`config.mk`:
```
export PLATFORM = sky130hd
export DESIGN_NAME = code_pulse_generator_flat
export DESIGN_NICKNAME = d
export VERILOG_FILES = /design/src/rtl/code_pulse_generator_if.sv /design/src/rtl/code_pulse_generator.sv /design/src/flat_wrapper.sv
export SDC_FILE = /design/constraint.sdc
export NUM_CORES = 1
export LEC_CHECK = 0
export CORE_ASPECT_RATIO = 0.9
export CORE_MARGIN = 2
export CORE_UTILIZATION = 51
export CTS_BUF_LIST = sky130_fd_sc_hd__clkbuf_4 sky130_fd_sc_hd__clkbuf_8 sky130_fd_sc_hd__clkbuf_16
export DETAILED_ROUTE_END_ITERATION = 10
export PLACE_DENSITY = 0.75
export SKIP_CTS_REPAIR_TIMING = 1
export SYNTH_ARGS = -nofsm -noshare
export SYNTH_HDL_FRONTEND = slang
export SYNTH_SLANG_ARGS = --single-unit
```
`constraint.sdc`:
```
create_clock -name CLOCK_10M -period 8.4 [get_ports CLOCK_10M]
set_input_delay 2.1 -clock CLOCK_10M [delete_from_list [all_inputs] [get_ports CLOCK_10M]]
set_output_delay 2.1 -clock CLOCK_10M [all_outputs]
set_load 0.02 [all_outputs]
```
`src/rtl/code_pulse_generator_if.sv`:
```
// Sequencer <-> pulse generator handshake and pulse-parameter bundle.
// master = sequencer side, slave = code_pulse_generator.
interface code_pulse_generator_if #(
   parameter int CHIP_MAX = 32
);
   logic                PRE_GEN;
   logic                GEN;
   logic                RF_OUTPUT_EN;
   logic [CHIP_MAX-1:0] CODE;
   logic [15:0]         CODE_LEN;
   logic [15:0]         CODE_DURATION;
   logic [15:0]         PULSE_LEN;
   logic                SIGNAL_GEN_OVER;
   logic                TX_PREP;
   logic                TX_GATE;
   logic                PHASE_BIT;
   logic                CHIP_STB;

   modport master (
      output PRE_GEN, GEN, RF_OUTPUT_EN, CODE, CODE_LEN, CODE_DURATION, PULSE_LEN,
      input  SIGNAL_GEN_OVER, TX_PREP, TX_GATE, PHASE_BIT, CHIP_STB
   );

   modport slave (
      input  PRE_GEN, GEN, RF_OUTPUT_EN, CODE, CODE_LEN, CODE_DURATION, PULSE_LEN,
      output SIGNAL_GEN_OVER, TX_PREP, TX_GATE, PHASE_BIT, CHIP_STB
   );
endinterface

```
`src/rtl/code_pulse_generator.sv`:
```
// Responder to the sequencer GEN / SIGNAL_GEN_OVER handshake: emits a gated,
// chip-coded transmit pulse (gate, per-chip phase bit, chip strobe).
module code_pulse_generator #(
   parameter int CHIP_MAX = 32
) (
   input logic                    CLOCK_10M,
   input logic                    RESET_N,
   code_pulse_generator_if.slave  bus
);
   localparam int SEL_W = $clog2(CHIP_MAX);

   typedef enum logic [1:0] {WAIT_LOW, IDLE, RUN, DONE} state_t;

   state_t              state;
   logic [CHIP_MAX-1:0] code_q;
   logic [5:0]          len_q;
   logic [5:0]          idx;
   logic [15:0]         dur_q;
   logic [15:0]         plen_q;
   logic [15:0]         pcnt;
   logic [15:0]         ccnt;
   logic                gate_en;

   logic [5:0]          len_in;
   logic [15:0]         dur_in;
   logic [5:0]          idx_nxt;
   logic                chip_end;
   logic                nxt_valid;

   always_comb begin
      len_in = bus.CODE_LEN[5:0];
      if (bus.CODE_LEN == 16'd0)
         len_in = 6'd1;
      else if (bus.CODE_LEN > 16'(CHIP_MAX))
         len_in = 6'(CHIP_MAX);
      dur_in    = (bus.CODE_DURATION == 16'd0) ? 16'd1 : bus.CODE_DURATION;
      idx_nxt   = idx + 6'd1;
      chip_end  = (ccnt == dur_q - 16'd1);
      nxt_valid = (idx_nxt < len_q);
   end

   always_ff @(posedge CLOCK_10M or negedge RESET_N) begin
      if (!RESET_N) begin
         state               <= WAIT_LOW;
         code_q              <= '0;
         len_q               <= '0;
         idx                 <= '0;
         dur_q               <= '0;
         plen_q              <= '0;
         pcnt                <= '0;
         ccnt                <= '0;
         gate_en             <= 1'b0;
         bus.SIGNAL_GEN_OVER <= 1'b0;
         bus.TX_PREP         <= 1'b0;
         bus.TX_GATE         <= 1'b0;
         bus.PHASE_BIT       <= 1'b0;
         bus.CHIP_STB        <= 1'b0;
      end else begin
         bus.TX_PREP <= bus.PRE_GEN & bus.RF_OUTPUT_EN;
         case (state)
            // A fresh request needs GEN low first, so a level held over reset is ignored.
            WAIT_LOW: begin
               if (!bus.GEN) state <= IDLE;
            end
            IDLE: begin
               if (bus.GEN) begin
                  code_q  <= bus.CODE;
                  len_q   <= len_in;
                  dur_q   <= dur_in;
                  plen_q  <= bus.PULSE_LEN;
                  gate_en <= bus.RF_OUTPUT_EN;
                  pcnt    <= '0;
                  ccnt    <= '0;
                  idx     <= '0;
                  if (bus.PULSE_LEN == 16'd0) begin
                     state <= DONE;
                  end else begin
                     state         <= RUN;
                     bus.TX_GATE   <= bus.RF_OUTPUT_EN;
                     bus.PHASE_BIT <= bus.CODE[0];
                     bus.CHIP_STB  <= 1'b1;
                  end
               end
            end
            RUN: begin
               if (!bus.GEN) begin
                  state         <= IDLE;
                  bus.TX_GATE   <= 1'b0;
                  bus.PHASE_BIT <= 1'b0;
                  bus.CHIP_STB  <= 1'b0;
               end else if (pcnt == plen_q - 16'd1) begin
                  state               <= DONE;
                  bus.SIGNAL_GEN_OVER <= 1'b1;
                  bus.TX_GATE         <= 1'b0;
                  bus.PHASE_BIT       <= 1'b0;
                  bus.CHIP_STB        <= 1'b0;
               end else begin
                  pcnt        <= pcnt + 16'd1;
                  bus.TX_GATE <= gate_en;
                  if (chip_end) begin
                     ccnt <= '0;
                     // idx parks at len_q so long tails cannot wrap it
                     if (idx < len_q) idx <= idx_nxt;
                     bus.PHASE_BIT <= nxt_valid ? code_q[idx_nxt[SEL_W-1:0]] : 1'b0;
                     bus.CHIP_STB  <= nxt_valid;
                  end else begin
                     ccnt         <= ccnt + 16'd1;
                     bus.CHIP_STB <= 1'b0;
                  end
               end
            end
            DONE: begin
               if (!bus.GEN) begin
                  state               <= IDLE;
                  bus.SIGNAL_GEN_OVER <= 1'b0;
               end else begin
                  bus.SIGNAL_GEN_OVER <= 1'b1;
               end
            end
            default: state <= WAIT_LOW;
         endcase
      end
   end
endmodule
```
`src/flat_wrapper.sv`:
```
// flat-port wrapper written by rule: the top's interface ports become plain ports
module code_pulse_generator_flat 
#(
   parameter int CHIP_MAX = 32
)
  (CLOCK_10M, RESET_N, bus_PRE_GEN, bus_GEN, bus_RF_OUTPUT_EN, bus_CODE, bus_CODE_LEN, bus_CODE_DURATION, bus_PULSE_LEN, bus_SIGNAL_GEN_OVER, bus_TX_PREP, bus_TX_GATE, bus_PHASE_BIT, bus_CHIP_STB);
  code_pulse_generator_if #(.CHIP_MAX(CHIP_MAX)) bus_i ();
  input logic CLOCK_10M;
  input logic RESET_N;
  input wire logic [$bits(bus_i.PRE_GEN)-1:0] bus_PRE_GEN;
  input wire logic [$bits(bus_i.GEN)-1:0] bus_GEN;
  input wire logic [$bits(bus_i.RF_OUTPUT_EN)-1:0] bus_RF_OUTPUT_EN;
  input wire logic [$bits(bus_i.CODE)-1:0] bus_CODE;
  input wire logic [$bits(bus_i.CODE_LEN)-1:0] bus_CODE_LEN;
  input wire logic [$bits(bus_i.CODE_DURATION)-1:0] bus_CODE_DURATION;
  input wire logic [$bits(bus_i.PULSE_LEN)-1:0] bus_PULSE_LEN;
  output wire logic [$bits(bus_i.SIGNAL_GEN_OVER)-1:0] bus_SIGNAL_GEN_OVER;
  output wire logic [$bits(bus_i.TX_PREP)-1:0] bus_TX_PREP;
  output wire logic [$bits(bus_i.TX_GATE)-1:0] bus_TX_GATE;
  output wire logic [$bits(bus_i.PHASE_BIT)-1:0] bus_PHASE_BIT;
  output wire logic [$bits(bus_i.CHIP_STB)-1:0] bus_CHIP_STB;
  assign bus_i.PRE_GEN = bus_PRE_GEN;
  assign bus_i.GEN = bus_GEN;
  assign bus_i.RF_OUTPUT_EN = bus_RF_OUTPUT_EN;
  assign bus_i.CODE = bus_CODE;
  assign bus_i.CODE_LEN = bus_CODE_LEN;
  assign bus_i.CODE_DURATION = bus_CODE_DURATION;
  assign bus_i.PULSE_LEN = bus_PULSE_LEN;
  assign bus_SIGNAL_GEN_OVER = bus_i.SIGNAL_GEN_OVER;
  assign bus_TX_PREP = bus_i.TX_PREP;
  assign bus_TX_GATE = bus_i.TX_GATE;
  assign bus_PHASE_BIT = bus_i.PHASE_BIT;
  assign bus_CHIP_STB = bus_i.CHIP_STB;
  code_pulse_generator #(.CHIP_MAX(CHIP_MAX)) u_core (.CLOCK_10M(CLOCK_10M), .RESET_N(RESET_N), .bus(bus_i));
endmodule
```
==> flow_metrics.py <==
metrics = {
    "placed_design": {
        "gp_congestion": 0.877,
        "dp_cells": 895,
        "pre_cts_ws_ps": 3900,
        "io_buffers": 89,
        "dp_hpwl_um": 11700,
    },
    "drt": {
        "ant_nets": 0,
        "drt_first_pass_iters": 5,
        "routed_wl_um": 16300,
        "via_per_inst": 6.03,
        "wl_per_cell_um": 17.6,
        "drtIter0Drc": 361,
        "vias": 5591,
        "drc": 0,
    },
    "timing": {
        "drv_slew": 0,
        "timing.final.crit_period_ps": 4060,
        "setup_viol": 0,
        "worst_slack_ps": 4340,
        "tns_ps": 0,
        "rsz0062_at_grt": "false",
        "finalClockSkew_ps": 8.86,
        "fmax_ghz": 0.246,
        "finalCritPeriodShare": 0.484,
        "hold_viol": 0,
        "slew_headroom": 0.376,
        "tightest_slew_ps": 935,
    },
    "logic_synthesis": {
        "synth_nets": 769,
        "async_flop_share": 1.00,
        "ys_warn_count": 0,
        "avgSynthCellArea_um2": 10.4,
        "ys_ff_latch": 116,
        "synth_edf_count": 0,
        "synthFlopType": "dfrtp_1",
        "syn_inst": 665,
        "syn_area_um2": 6900,
        "yosysSeqAreaShare": 0.420,
        "ys_types": 70,
    },
    "critical_path": {
        "crit_path_end_kind": "flip-flop",
        "max_stage_delay_ps": 730,
        "required_ps": 8740,
        "crit_chain": "clkdlybuf4s50_1 > nand2_1 > a21o_1 > buf_4 > or4_1 > a21oi_1",
        "crit_type": "in -> reg",
        "crit_arrival_ps": 4400,
        "reg2reg_slack_ps": 4690,
        "critical_path_buf_inv_count": 2,
        "cp_max_fo": 23,
        "crit_path_top_delay_cell": "clkdlybuf4s50_1",
        "start_kind": "input port",
        "worst-r2r-cell-count": 11,
        "rr_startpoint": "u_core.plen_q[0]$_DFFE_PN0P_",
        "path_delay_family": "buffers and inverters",
        "worstReg2RegEnd": "u_core.idx[0]$_DFFE_PN0P_",
    },
    "clock_network": {
        "htree_levels": 4,
        "clk_latency_ps": 410,
        "clockBufferDepth": 2,
        "tritoncts": "built",
        "numClockSinks": 116,
        "clkSlewWorstSetupHoldPaths_ps": 60,
        "cts_root_buf": "clkbuf_16",
        "cts_buffers": 17,
    },
    "power_and_ir_drop": {
        "p_leak_nw": 3.58,
        "power_density_nw_per_um2": 293,
        "ir_drop_mv": 0.167,
        "power.share.switching": 0.345,
        "p_comb_frac": 0.327,
        "p_sw_w": 0.000861,
        "p_seq_frac": 0.378,
        "power.share.clock": 0.295,
        "p_total_w": 0.00250,
        "internal_power_w": 0.00164,
    },
    "hold_path": {
        "hp-class": "reg -> reg",
        "hold_end": "u_core.code_q[2]$_DFFE_PN0P_",
        "holdPathStages": 1,
        "hold_start": "u_core.code_q[2]$_DFFE_PN0P_",
    },
    "die": {
        "dieArea_um2": 14500,
        "start_util": 0.521,
        "coreArea_um2": 13300,
        "die_w_um": 127,
        "die-height_um": 114,
        "placementRows": 40,
        "ioPinCount": 90,
    },
    "global_route": {
        "grt_max_degree": 75,
        "grt_overflow": 0,
        "grt_pass1_vias": 5635,
        "antenna_found_initial": 0,
        "grt_pass1_wl_um": 27500,
        "grt_usage": 0.236,
    },
    "outcome": {
        "outcome": "finished, final reports clean",
    },
    "flow_run": {
        "max-cap-violations": 0,
    },
    "final_layout": {
        "final_cell_mix": "dfrtp_1 (116), clkdlybuf4s50_1 (88), mux2_2 (68)",
        "final_common_cell": "dfrtp_1",
        "post-route-util": 0.642,
        "layoutNonFillerInstCount": 927,
        "antenna_cells": 0,
        "drive_above_1_share": 0.163,
        "area_growth_syn_to_layout_pct": 23.3,
        "layout.nets": 850,
    },
}
synthesized netlist by cell type, types with 6 or more instances:
cell	instances	area share
or4_1	12	0.013
or3_1	9	0.0082
nor2_1	30	0.016
xnor2_1	21	0.027
nor4_1	16	0.014
dfrtp_1	116	0.42
mux2_2	68	0.11
o21ai_0	21	0.015
nor3_1	11	0.0080
a21oi_1	32	0.023
and3_1	12	0.011
ha_1	19	0.034
a22o_1	9	0.011
nand4_1	8	0.0072
nand2_1	41	0.022
inv_1	26	0.014
and2_1	7	0.0063
a21o_1	9	0.0098
clkbuf_1	22	0.012
nand2b_1	8	0.0072
nor2b_1	7	0.0063
mux4_2	8	0.026
buf_2	6	0.0043
a211oi_1	11	0.012
mux2i_1	9	0.013
o31ai_1	9	0.0098
nand3_1	33	0.024
xor2_1	20	0.025
state kept, by name, indices dropped and copies added, names as in the netlist:
register                    count
u_core.plen_q                  16
u_core.gate_en                  1
u_core.ccnt                    16
u_core.len_q                    6
u_core.idx                      6
u_core.pcnt                    16
u_core.code_q                  32
u_core.bus.SIGNAL_GEN_OVER      1
u_core.state                    2
u_core.bus.TX_GATE              1
u_core.bus.CHIP_STB             1
u_core.bus.PHASE_BIT            1
u_core.dur_q                   16
u_core.bus.TX_PREP              1
cell type report:
type / instances / area [µm²]
clock buffer: 17 / 425
timing repair buffer: 92 / 911
tap: 168 / 210
clock inverter: 15 / 180
multi-input combinational: 493 / 3790
inverter: 26 / 97.6
fill: 1041 / 4750
sequential: 116 / 2900
worst register-to-register path, delay by kind of cell (launching register included):
family / cells / cell delay [ps]
fa+ha+maj: 1 / 190
compound gates: 3 / 970
buf+inv: 2 / 410
flops: 1 / 450
simple gates: 5 / 1550
power groups by stage:
stage / Clock (W) / Sequential [W] / Combinational, W
3_5_place_dp: 0 / 0.000948 / 0.000813
2_1_floorplan: 0 / 0.000877 / 0.000637
5_1_grt: 0.000774 / 0.000972 / 0.000896
3_3_place_gp: 0 / 0.000934 / 0.000775
4_1_cts: 0.000746 / 0.000941 / 0.000820
6_report: 0.000736 / 0.000944 / 0.000816
logic make-up (layout without fill, tap and decap cells):
logic type      after synthesis  after routing  synth area share
simple gates                217            217             0.178
mux                          86             86             0.152
flops                       116            116             0.420
compound gates              130            130             0.131
buf+inv                      56            150            0.0315
xor+xnor                     41             41            0.0520
fa+ha+maj                    19             19            0.0344
worst max-delay path by stage:
stage / end / cells after the start / startpoint / slack (ps)
6_report: u_core.ccnt[14]$_DFFE_PN0P_ / 6 / bus_GEN / 4340
5_1_grt: u_core.ccnt[15]$_DFFE_PN0P_ / 6 / bus_GEN / 4220
4_1_cts: u_core.ccnt[15]$_DFFE_PN0P_ / 6 / bus_GEN / 4360
3_5_place_dp: u_core.ccnt[14]$_DFFE_PN0P_ / 6 / bus_GEN / 3900
3_3_place_gp: u_core.ccnt[15]$_DFFE_PN0P_ / 6 / bus_GEN / 3980
2_1_floorplan: u_core.code_q[0]$_DFFE_PN0P_ / 5 / bus_GEN / 4870
through the flow:
step | hold slack [ps] | cell area [µm²]
finish | 503 | 8510
global placement | 484 | 7910
CTS | 504 | 8510
floorplan | 462 | 6900
detailed placement | 491 | 7910
global route | 509 | 8510
metal layers:
| layer | global-route usage | vias up | wire length [µm] |
|---|---|---|---|
| li1 | - | 2648 | - |
| met5 | 0 | - | 0 |
| met4 | 0.0711 | 0 | 221 |
| met2 | 0.397 | 168 | 8070 |
| met1 | 0.308 | 2750 | 7170 |
| met3 | 0.0547 | 25 | 803 |
No activity file was read; power rests on OpenSTA's default activity.
